--- src/rtl/arm_ctrl_pkg.sv ---
// arm_ctrl_pkg: state encodings and datapath select constants shared by the ARM control FSM.
package arm_ctrl_pkg;
  typedef enum logic [3:0] {
    S_IDLE    = 4'd0,
    S_FETCH   = 4'd1,
    S_DECODE  = 4'd2,
    S_EXEC_DP = 4'd3,
    S_WB_DP   = 4'd4,
    S_BL_LINK = 4'd5,
    S_BR_CALC = 4'd6,
    S_BR_JUMP = 4'd7,
    S_BX_JUMP = 4'd8
  } state_e;
  localparam logic [1:0] PC_INC = 2'b00;
  localparam logic [1:0] PC_REG = 2'b01;
  localparam logic [1:0] PC_ALU = 2'b10;
  localparam logic [1:0] ALUB_REG    = 2'b00;
  localparam logic [1:0] ALUB_IMM    = 2'b01;
  localparam logic [1:0] ALUB_BRANCH = 2'b10;
  localparam logic [3:0] OP_ADD = 4'b0100;
  localparam logic [23:0] BX_PATTERN = 24'h12FFF1;
  // TST/TEQ/CMP/CMN only update flags, never the register file
  function automatic logic is_test_op(input logic [3:0] op);
    return op[3:2] == 2'b10;
  endfunction
endpackage

--- src/rtl/arm_ctrl_fsm_inst_class.sv ---
// arm_inst_class: combinational IR-to-instruction-class decoder (IR[k+1] holds instruction bit k).
module arm_inst_class
  import arm_ctrl_pkg::*;
(
  input  logic [28:1] ir_i,
  output logic        is_dp,
  output logic        is_b,
  output logic        is_bl,
  output logic        is_bx
);
  assign is_bx = ir_i[28:5] == BX_PATTERN;
  assign is_b  = ir_i[28:26] == 3'b101 && !ir_i[25];
  assign is_bl = ir_i[28:26] == 3'b101 && ir_i[25];
  assign is_dp = ir_i[28:27] == 2'b00 && !is_bx;
endmodule

--- src/rtl/arm_ctrl_fsm.sv ---
// arm_ctrl_fsm: multi-cycle fetch/decode/execute sequencer for DP, B, BL and BX with a retire counter.
module arm_ctrl_fsm
  import arm_ctrl_pkg::*;
#(
  parameter int CNT_W = 16
) (
  input  logic             clk,
  input  logic             Rst,
  input  logic             halt,
  input  logic             flag,
  input  logic [28:1]      IR,
  output logic             Write_IR,
  output logic             Write_PC,
  output logic [1:0]       PC_s,
  output logic             LA,
  output logic             LB,
  output logic             LF,
  output logic             Write_Reg,
  output logic             rd_s,
  output logic             wd_s,
  output logic             alu_a_s,
  output logic [1:0]       alu_b_s,
  output logic [3:0]       ALU_OP,
  output logic             Write_NZCV,
  output logic [3:0]       state,
  output logic [CNT_W-1:0] retire_cnt
);
  state_e           state_q, state_d;
  logic             arm_q;
  logic [CNT_W-1:0] cnt_q;
  logic             is_dp, is_b, is_bl, is_bx;
  logic             retire;

  arm_inst_class u_class (
    .ir_i  (IR),
    .is_dp (is_dp),
    .is_b  (is_b),
    .is_bl (is_bl),
    .is_bx (is_bx)
  );

  // arm_q holds IDLE for one extra edge after reset release
  always_ff @(posedge clk or negedge Rst) begin
    if (!Rst) begin
      state_q <= S_IDLE;
      arm_q   <= 1'b0;
      cnt_q   <= '0;
    end else begin
      state_q <= state_d;
      arm_q   <= 1'b1;
      if (retire) cnt_q <= cnt_q + CNT_W'(1);
    end
  end

  assign retire = state_d == S_FETCH && state_q != S_FETCH && state_q != S_IDLE;

  always_comb begin
    state_d = S_IDLE;
    case (state_q)
      S_IDLE:    state_d = (arm_q && !halt) ? S_FETCH : S_IDLE;
      S_FETCH:   state_d = flag ? S_DECODE : (halt ? S_IDLE : S_FETCH);
      S_DECODE:  state_d = is_dp ? S_EXEC_DP : is_bl ? S_BL_LINK : is_b ? S_BR_CALC :
                           is_bx ? S_BX_JUMP : S_FETCH;
      S_EXEC_DP: state_d = S_WB_DP;
      S_WB_DP:   state_d = S_FETCH;
      S_BL_LINK: state_d = S_BR_CALC;
      S_BR_CALC: state_d = S_BR_JUMP;
      S_BR_JUMP: state_d = S_FETCH;
      S_BX_JUMP: state_d = S_FETCH;
      default:   state_d = S_IDLE;
    endcase
  end

  always_comb begin
    Write_IR   = 1'b0;
    Write_PC   = 1'b0;
    PC_s       = PC_INC;
    LA         = 1'b0;
    LB         = 1'b0;
    LF         = 1'b0;
    Write_Reg  = 1'b0;
    rd_s       = 1'b0;
    wd_s       = 1'b0;
    alu_a_s    = 1'b0;
    alu_b_s    = ALUB_REG;
    ALU_OP     = 4'b0000;
    Write_NZCV = 1'b0;
    case (state_q)
      S_FETCH: begin
        Write_IR = 1'b1;
        Write_PC = 1'b1;
      end
      S_DECODE: begin
        LA = 1'b1;
        LB = 1'b1;
      end
      S_EXEC_DP: begin
        LF      = 1'b1;
        ALU_OP  = IR[25:22];
        alu_b_s = IR[26] ? ALUB_IMM : ALUB_REG;
      end
      S_WB_DP: begin
        Write_Reg  = !is_test_op(IR[25:22]);
        Write_NZCV = IR[21];
      end
      S_BL_LINK: begin
        Write_Reg = 1'b1;
        rd_s      = 1'b1;
        wd_s      = 1'b1;
      end
      S_BR_CALC: begin
        LF      = 1'b1;
        alu_a_s = 1'b1;
        alu_b_s = ALUB_BRANCH;
        ALU_OP  = OP_ADD;
      end
      S_BR_JUMP: begin
        Write_PC = 1'b1;
        PC_s     = PC_ALU;
      end
      S_BX_JUMP: begin
        Write_PC = 1'b1;
        PC_s     = PC_REG;
      end
      default: ;
    endcase
  end

  assign state      = state_q;
  assign retire_cnt = cnt_q;
endmodule

--- config.mk ---
export PLATFORM = sky130hd
export DESIGN_NAME = arm_ctrl_fsm
export DESIGN_NICKNAME = d
export VERILOG_FILES = /design/src/rtl/arm_ctrl_pkg.sv /design/src/rtl/arm_ctrl_fsm_inst_class.sv /design/src/rtl/arm_ctrl_fsm.sv
export SDC_FILE = /design/constraint.sdc
export NUM_CORES = 1
export LEC_CHECK = 0
export ABC_AREA = 1
export CAP_MARGIN = 25
export CORE_MARGIN = 2
export CORE_UTILIZATION = 57
export DETAILED_ROUTE_END_ITERATION = 16
export DONT_BUFFER_PORTS = 1
export GPL_TIMING_DRIVEN = 0
export MAX_ROUTING_LAYER = met4
export PLACE_DENSITY = 0.8
export SETUP_SLACK_MARGIN = 0.02
export SLEW_MARGIN = 20
export SYNTH_ARGS = -nofsm -noshare
export SYNTH_HDL_FRONTEND = slang
export SYNTH_SLANG_ARGS = --single-unit
--- constraint.sdc ---
create_clock -name clk -period 1.7 [get_ports clk]
set_input_delay 0.085 -clock clk [delete_from_list [all_inputs] [get_ports clk]]
set_output_delay 0.085 -clock clk [all_outputs]
set_load 0.03 [all_outputs]
==> flow_summary.yaml, run 1 <==
die:
  die_h_um: 58.60
  initial_core_util_pct: 60.57
  dieArea_sq_um: 3433
  core_area_sq_um: 2805
  die_x_um: 58.60
  io_pins: 70
  std_cell_rows: 19
sta:
  finalCriticalPeriod_ns: 1.993
  tns_ns: -5.458
  fmax_mhz: 501.8
  skew_ns: 0.002600
  worstMarginPinSlew_ns: 0.5590
  setup_viol_count_final: 27
  grt_setup_unrepaired: "yes"
  slew_viol_final: 0
  post-route-period-util_pct: 117.2
  hold_viol_final: 0
  slew_headroom_pct: 62.60
  fin_ws_ns: -0.2927
detailed_routing:
  ant_nets: 0
  drcViolationCount: 4
  routed_wl_mm: 3.941
  drt_first_iter_violations: 99
  drtPass1Iterations: 10
  num_vias: 1602
  wire_per_inst_um: 13.18
  vias_per_cell: 5.358
worst_setup_path:
  r2r-end: "retire_cnt[1]"
  cp_top_family: "simple AND/OR/NAND/NOR gates"
  r2r_start: "state[1]"
  ff2ff_path_depth: 10
  worst-path-buf-inv: 2
  path_max_fanout: 6
  cp.required_ns: 1.91
  crit_slowest_cell: "dfrtp_2"
  start_kind: "flip-flop"
  reg2reg_setup_slack_ns: -0.29
  arrival_ns: 2.20
  cp-end-kind: "flip-flop"
  max_stage_delay_ns: 0.50
  crit_chain: "buf_6, nor3_4, nand3_1, nand2_1, nor2_2, nand3_4, nand4_4, buf_6, nand2_2, nand2_1"
  crit_type: "reg2reg"
flow_run:
  max_cap_violations: 0
global_route:
  antenna_found_initial: 0
  grt_pass1_vias: 1364
  grt_pass1_wl_mm: 6.065
  grt_max_degree: 22
  grt_usage_pct: 23.32
  grt_overflow_total: 0
logic_synthesis:
  yosys.area.top_type: "dfrtp_1"
  ys_seq_area_share_pct: 30.93
  yosys.area.top_type_share_pct: 30.93
  synthTopCellsByArea: "dfrtp_1, nand2_1, nor2_1, nand4_1, inv_1"
  synth_area_sq_um: 1699
  ys_ff_latch: 21
  synth.distinct_cells: 30
  ys_warn_count: 0
  syn_nets: 281
  synth_area_per_cell_sq_um: 6.851
  synth_cells: 248
power:
  ir_drop_mv: 0.6240
  p_sw_mw: 1.596
  p_int_mw: 1.376
  pwr-share-seq_pct: 27.6
  swShare_pct: 53.70
  p_clk_share_pct: 8.0
  pwr-share-comb_pct: 64.4
  p_leak_nw: 1.062
  power_density_nw_per_um2: 1483
clock_network:
  clock_latency_ns: 0.31
  clkTransAtPathRegs_ns: 0.11
  clock-sinks: 21
  cts.path.max_buffers: 2
  cts_tree: "yes"
  cts.htree.levels: 1
  cts-root-buf: "clkbuf_4"
  cts_inserted_buffers: 3
hold_path:
  hold_path_class: "in2reg"
  whs_path_depth: 4
  min_from: "IR[5]"
  min_to: "state[3]"
final_layout:
  final_common_cell: "nand2_1"
  drive_gt1_share_pct: 28.73
  stdcell_count: 299
  final_core_util_pct: 71.41
  area_growth_pct: 17.89
  layout_common_cells: "nand2_1, nor2_1, inv_1"
  antenna_cells: 0
  nNetsFinal: 302
place:
  port_buffers: 0
  gp_congestion: 0.8694
  pre_cts_ws_ns: -0.3249
  dp_hpwl_mm: 2.859
  placed_cells: 279
run_status:
  violations: "design-rule violations, negative setup slack"
  status: "finished, violations left"
## per-layer routing
| layer | track usage [%] | share of wire [%] |
|---|---|---|
| met1 | 32.77 | 46 |
| met2 | 33.39 | 46 |
| met3 | 8.132 | 7.8 |
| met4 | 3.571 | 0.58 |
| met5 | - | 0 |
## worst reg2reg max path, cell delays in order, from the launching register on
cell,delay (ns)
dfrtp_2,0.50
buf_6,0.17
nor3_4,0.41
nand3_1,0.13
nand2_1,0.10
nor2_2,0.05
nand3_4,0.09
nand4_4,0.14
buf_6,0.18
nand2_2,0.05
nand2_1,0.06
## power groups by stage
stage | Combinational (mW) | Clock [mW] | Sequential [mW]
finish | 1.91 | 0.238 | 0.819
detailed placement | 1.47 | 0 | 0.814
CTS | 1.75 | 0.248 | 0.811
global route | 2.06 | 0.268 | 0.835
global placement | 1.45 | 0 | 0.813
floorplan | 1.26 | 0 | 0.788
## sequential cells by signal, indices dropped and copies added (netlist names)
register	count
state	4
arm_q	1
retire_cnt	16
## area by class of cell
type                       count  area, sq um
inverter                      36        140.1
multi-input combinational    183         1054
clock buffer                   3        22.52
buffer                         8        76.32
fill                         223        802.0
tap                           31        38.79
timing repair buffer          16        133.9
sequential                    21        533.0
clock inverter                 1        5.005
## cells in the mapped netlist, drive strengths merged
master,number
a21oi,1
buf,8
clkinv,2
conb,1
dfrtp,21
ha,1
inv,34
nand2,77
nand3,21
nand3b,1
nand4,21
nor2,37
nor3,6
nor4,1
o21ai,2
xnor2,8
xor2,6
## metrics by stage
stage          power, mW  instance area [sq um]  hold WS, ns
6_report           2.971                   2003      0.05960
5_1_grt            3.168                   2003      0.06467
4_1_cts            2.807                   1906      0.03345
3_5_place_dp       2.280                   1754      -0.2102
3_3_place_gp       2.260                   1754      -0.2101
2_1_floorplan      2.050                   1715      -0.2106
## cells by family after synthesis
group	after synthesis	share of synthesized area (%)
xor+xnor	14	7.217
compound gates	3	1.105
fa+ha+maj	1	0.7363
buf+inv	44	11.78
flops	21	30.93
other cells	1	0.2207
simple gates	164	48.01
## worst max-delay path by stage
stage,startpoint,end,cells past startpoint
after floorplan,state[3],retire_cnt[7],12
after global placement,state[1],retire_cnt[15],11
after detailed placement,state[1],retire_cnt[7],11
after CTS,state[1],retire_cnt[7],10
after global routing,state[3],retire_cnt[1],10
final,state[1],retire_cnt[1],10
## what timing repair did
item	4_1_cts	5_1_grt
pin swaps	3	5
setup endpoints to repair	29	32
setup buffers	7	5
gates resized for setup	18	17
endpoints found under the hold margin	21	0
cloned	2	0
hold buffers	1	0
Note: power is estimated with default switching activity, not from simulation.
==> run 2, diff against run 1 <==
--- a/constraint.sdc
+++ b/constraint.sdc
@@ -3,2 +3,2 @@
 set_output_delay 0.085 -clock clk [all_outputs]
-set_load 0.03 [all_outputs]
+set_load 0.01 [all_outputs]
==> run 2 against run 1 <==
The flow still finishes with violations (design-rule violations, negative setup slack). Count of clock-buffer cells in the layout did not move. Via count fell by 0.25%. Utilization shrank 3.4 points. Cell count decreased by 2.7%. First-iteration DRC count is 27% lower. Setup slack better by 0.24 ns. Worst hold slack gained 0.026 ns. Sequential cell count unchanged. Clock skew rose by 0.00095 ns. Die area did not move. Largest power group unchanged. Highest routed layer unchanged.
==> flow_summary.yaml, run 2 (same netlist as run 1, synthesis figures left out) <==
global_route:
  grt_pass1_vias: 1495
  grt_pass1_wl_mm: 6.437
  grt_max_degree: 22
  antenna_found_initial: 0
  grt_overflow_total: 0
  grt_usage_pct: 24.87
sta:
  skew_ns: 0.003551
  grt_setup_unrepaired: "yes"
  finalCriticalPeriod_ns: 1.757
  hold_viol_final: 0
  fmax_mhz: 569.0
  post-route-period-util_pct: 103.4
  tns_ns: -0.7055
  slew_viol_final: 0
  setup_viol_count_final: 16
  fin_ws_ns: -0.05740
place:
  placed_cells: 279
  gp_congestion: 0.8998
  port_buffers: 0
  place_area_sq_um: 1738
  pre_cts_ws_ns: -0.1622
  dp_hpwl_mm: 2.895
hold_path:
  hold_path_class: "in2reg"
final_layout:
  area_growth_pct: 12.22
  nFillCells: 256
  nNetsFinal: 294
  final_common_cell: "nand2_1"
  fin_area_sq_um: 1907
  layout_common_cells: "nand2_1, nor2_1, inv_1"
  largest_reg_flops: 16
  antenna_cells: 0
  drive_gt1_share_pct: 22.31
  stdcell_count: 291
detailed_routing:
  drcViolationCount: 2
  wl_met1_mm: 1.810
  vias_per_cell: 5.491
  routed_wl_mm: 3.874
  drt_first_iter_violations: 72
  wire_per_inst_um: 13.31
  num_vias: 1598
  ant_nets: 0
  routed-wl-met2_mm: 1.757
  wl_met3_um: 260
  highest_layer: "met4"
  drtPass1Iterations: 10
clock_network:
  cts.htree.levels: 1
  clock-sinks: 21
  cts.path.max_buffers: 2
  clock_latency_ns: 0.31
  cts-root-buf: "clkbuf_4"
  clkTransAtPathRegs_ns: 0.12
  cts_tree: "yes"
  cts_inserted_buffers: 3
worst_setup_path:
  arrival_ns: 1.97
  cp-end-kind: "flip-flop"
  cp.required_ns: 1.91
  start_kind: "flip-flop"
  crit_type: "reg2reg"
  path_max_fanout: 10
power:
  power_density_nw_per_um2: 1362
  p_leak_nw: 1.019
  total_power_mw: 2.597
  ir_drop_mv: 0.6320
die:
  dieArea_sq_um: 3433
  initial_core_util_pct: 60.57
  std_cell_rows: 19
  core_area_sq_um: 2805
  die_x_um: 58.60
  io_pins: 70
  die_h_um: 58.60
flow_run:
  max_cap_violations: 0
run_status:
  status: "finished, violations left"
  violations: "design-rule violations, negative setup slack"
-- run 2: area by class of cell --
type / count / area, sq um / share of cell area [%]
clock buffers: 3 / 22.52 / 1.181
clock inverters: 1 / 5.005 / 0.2625
inverters: 36 / 137.6 / 7.218
flip-flops and latches: 21 / 531.8 / 27.89
well taps: 31 / 38.79 / 2.034
repair buffers: 8 / 80.08 / 4.199
multi-input cells: 183 / 1022 / 53.61
plain buffers: 8 / 68.82 / 3.609
-- run 2: where the power goes --
group | internal, mW | switching (mW) | total, mW
Sequential | 0.576 | 0.138 | 0.714
Combinational | 0.635 | 1.01 | 1.64
Clock | 0.0880 | 0.155 | 0.243
-- run 2: stage by stage --
stage	hold slack (ns)	utilization, %
2_1_floorplan	-0.2106	-
3_3_place_gp	-0.2101	61.95
3_5_place_dp	-0.2100	61.95
4_1_cts	0.07345	66.10
5_1_grt	0.1011	67.98
6_report	0.08570	67.98
-- run 2: worst paths after layout --
path	slack, ns	cells past startpoint	endpoint	from
worst min register to register	0.58	2	retire_cnt[1]	retire_cnt[1]
min in group asynchronous	0.15	1	arm_q	Rst
max in group asynchronous	1.08	2	retire_cnt[1]	Rst
worst max-delay path	-0.06	11	retire_cnt[7]	state[0]
worst max register to register	-0.06	11	retire_cnt[7]	state[0]
worst min-delay path	0.09	4	state[3]	IR[5]
-- run 2: critical path: stages (launching register included) --
cell	delay (ns)
dfrtp_2	0.50
inv_4	0.13
nor3_4	0.07
inv_2	0.10
nor2_2	0.05
nor2_2	0.14
clkinv_1	0.09
a21oi_2	0.16
nand4_4	0.14
buf_6	0.17
nand2_1	0.05
nand2_1	0.05
-- run 2: metal layers --
metal  track usage, %  up-vias
li1                 -      810
met1            33.85      718
met2            37.56       64
met3            6.154        6
met4            6.169        0
met5                -        -
-- run 2: timing repair --
action	CTS	global route
setup endpoints to repair	17	17
endpoints found under the hold margin	21	0
buffers inserted	4	1
gates resized for setup	13	10
cloned	1	0
pin swaps	5	2
hold buffers	1	0
==> run 3, diff against run 2 <==
Settings changed: SYNTH_HIERARCHICAL set to 1.
==> run 3 against run 2 <==
The flow finishes with violations (negative setup slack). Power rose by 4.9%. Synthesized area fell by 4.3%. Fmax rose by 2.6%. Die area decreased by 4.0%. Combinational power increased by 5%. Global-route usage decreased by 1.3 points. First-iteration DRC count increased by 51%. Sequential cell count unchanged.
==> flow_summary.yaml, run 3 <==
worst_setup_path:
  start_kind: "flip-flop"
  max_stage_delay_ns: 0.51
  setup.worst_path.end: "retire_cnt[4]"
  crit_slowest_cell: "dfrtp_2"
  arrival_ns: 1.91
  ff2ff_path_depth: 10
  cp-end-kind: "flip-flop"
  cp.required_ns: 1.90
  r2r_start: "state[0]"
  crit_chain: "inv_4, nand2_4, nor2_4, nor2_2, nand3_2, nor2_4, nand4_1, buf_4, nand2_1, nand2_1"
  crit_type: "reg2reg"
  r2r-end: "retire_cnt[4]"
  reg2reg_setup_slack_ns: -0.01
  path_max_fanout: 5
  worstSetupStartpoint: "state[0]"
clock_network:
  cts-root-buf: "clkbuf_4"
  clkTransAtPathRegs_ns: 0.11
  cts_inserted_buffers: 3
  clock_latency_ns: 0.30
  cts.path.max_buffers: 2
  clock-sinks: 21
  cts.htree.levels: 1
  cts_tree: "yes"
detailed_routing:
  routed_wl_mm: 4.171
  vias_per_cell: 5.560
  num_vias: 1668
  ant_nets: 0
  drtPass1Iterations: 4
  drcViolationCount: 0
  wire_per_inst_um: 13.90
  drt_first_iter_violations: 109
place:
  port_buffers: 0
  dp_hpwl_mm: 2.707
  gp_congestion: 0.8718
  pre_cts_ws_ns: -0.1817
logic_synthesis:
  synthTopCellsByCount: "nand2_1, nor2_1, inv_1"
  yosys.area.top_type: "dfrtp_1"
  ys_seq_area_share_pct: 32.31
  synth.most_common_cell: "nand2_1"
  synth.distinct_cells: 27
  synth_cells: 251
  ys_ff_latch: 21
  synth_edf_count: 0
  ys_warn_count: 6
  synth_area_sq_um: 1627
  synth_ff_type: "dfrtp_1"
  synth_area_per_cell_sq_um: 6.480
  async_flop_share_pct: 100.0
  yosys.area.top_type_share_pct: 32.31
  syn_nets: 284
  synthTopCellsByArea: "dfrtp_1, nand2_1, nor2_1, nand3_1, inv_1"
run_status:
  violations: "negative setup slack"
  status: "finished, violations left"
final_layout:
  nFillCells: 211
  nNetsFinal: 303
  largest_reg_flops: 16
  multiInputGateArea_sq_um: 1109
  drive_gt1_share_pct: 30.48
  area_growth_pct: 23.54
  layout_common_cells: "nand2_1, nor2_1, inv_1"
  antenna_cells: 0
  regArea_sq_um: 536.8
  final_common_cell: "nand2_1"
global_route:
  antenna_found_initial: 0
  grt_pass1_vias: 1495
  grt_overflow_total: 0
  grt_usage_pct: 23.59
  gr-usage-met2_pct: 39.45
  grt_busiest_layer: "met2"
  grtUsageMet3_pct: 4.989
  grt_util_met1_pct: 26.66
  grt_max_degree: 22
  grt_pass1_wl_mm: 6.023
sta:
  post-route-period-util_pct: 100.7
  slew_viol_final: 0
  finalCriticalPeriod_ns: 1.713
  setup_viol_count_final: 6
  fin_ws_ns: -0.01273
  grt_setup_unrepaired: "yes"
  fmax_mhz: 583.9
  hold_viol_final: 0
  skew_ns: 0.002305
die:
  initial_core_util_pct: 59.50
  die_h_um: 57.42
  core_area_sq_um: 2734
  std_cell_rows: 19
  io_pins: 70
  dieArea_sq_um: 3297
  die_x_um: 57.42
power:
  power_density_nw_per_um2: 1355
  total_power_mw: 2.724
  ir_drop_mv: 1.208
  p_leak_nw: 1.007
hold_path:
  hold_path_class: "in2async"
flow_run:
  max_cap_violations: 0
==> run 3: changes by cell type after synthesis, sizes merged, moves of 2 or more <==
cell,delta
xnor2,-5
nand3,+6
buf,-3
nor3,-2
o21ai,+2
clkinv,-2
nand4,-9
nor2,+15
nand2,-3
==> run 3: worst min-delay path by stage <==
stage / startpoint / endpoint / slack [ns]
final: Rst / arm_q / 0.11
after global routing: Rst / arm_q / 0.12
after CTS: flag / state[1] / 0.06
after detailed placement: Rst / state[0] / -0.21
after global placement: Rst / retire_cnt[14] / -0.21
after floorplan: Rst / arm_q / -0.21
==> run 3: final cells by class <==
cell class	instances	area share [%]
plain buffers	5	2.117
inverters	35	7.036
well taps	31	1.930
repair buffers	14	5.728
multi-input cells	190	55.17
flip-flops and latches	21	26.71
clock buffers	4	1.308
==> run 3: logic make-up (layout without fill, tap and decap cells) <==
group / Yosys count / after routing / share of synthesized area (%)
compound gates: 7 / 7 / 2.462
xor+xnor: 10 / 10 / 5.385
fa+ha+maj: 1 / 1 / 0.7691
buf+inv: 40 / 58 / 10.46
flops: 21 / 21 / 32.31
other cells: 1 / 1 / 0.2305
simple gates: 171 / 171 / 48.38
==> run 3: metrics by stage <==
step | cell area, sq um | hold slack [ns] | utilization [%] | setup TNS [ns] | instances
final | 2009 | 0.1068 | 73.50 | -0.05935 | 300
after global routing | 2009 | 0.1236 | 73.50 | -1.656 | 300
after CTS | 1778 | 0.06403 | 65.03 | 0 | 291
after detailed placement | 1665 | -0.2103 | 60.92 | -2.212 | 282
after global placement | 1665 | -0.2103 | 60.92 | -1.683 | 282
after floorplan | 1627 | -0.2106 | - | 0 | 251
==> run 3: worst max-delay path, delay by kind of cell (launching register included) <==
kind | cells | cell delay (ns)
DFF | 1 | 0.51
buffers and inverters | 2 | 0.29
and+or+nand+nor | 8 | 0.81
==> run 3: timing repair <==
| action | in CTS | in global routing |
|---|---|---|
| endpoints found under the hold margin | 21 | 0 |
| setup endpoints to repair | 17 | 17 |
| cloned | 0 | 2 |
| buffers inserted | 4 | 6 |
| gates resized for setup | 17 | 53 |
| pin swaps | 3 | 10 |
| hold buffers | 1 | 0 |
==> run 3: where the power goes <==
part | switching [mW] | internal, mW | leakage, nW
logic | 1.05 | 0.674 | 0.720
registers | 0.177 | 0.586 | 0.271
clock network | 0.145 | 0.0915 | 0.0150
total | 1.37 | 1.35 | 1.01
==> run 3: per-layer routing <==
layer  up-vias  share of wire, %  wire [um]
met2        67                53       2191
met3         5               7.3        306
met1       774                39       1629
met5         -                 0          0
met4         0               1.0         43
li1        822                 -          -
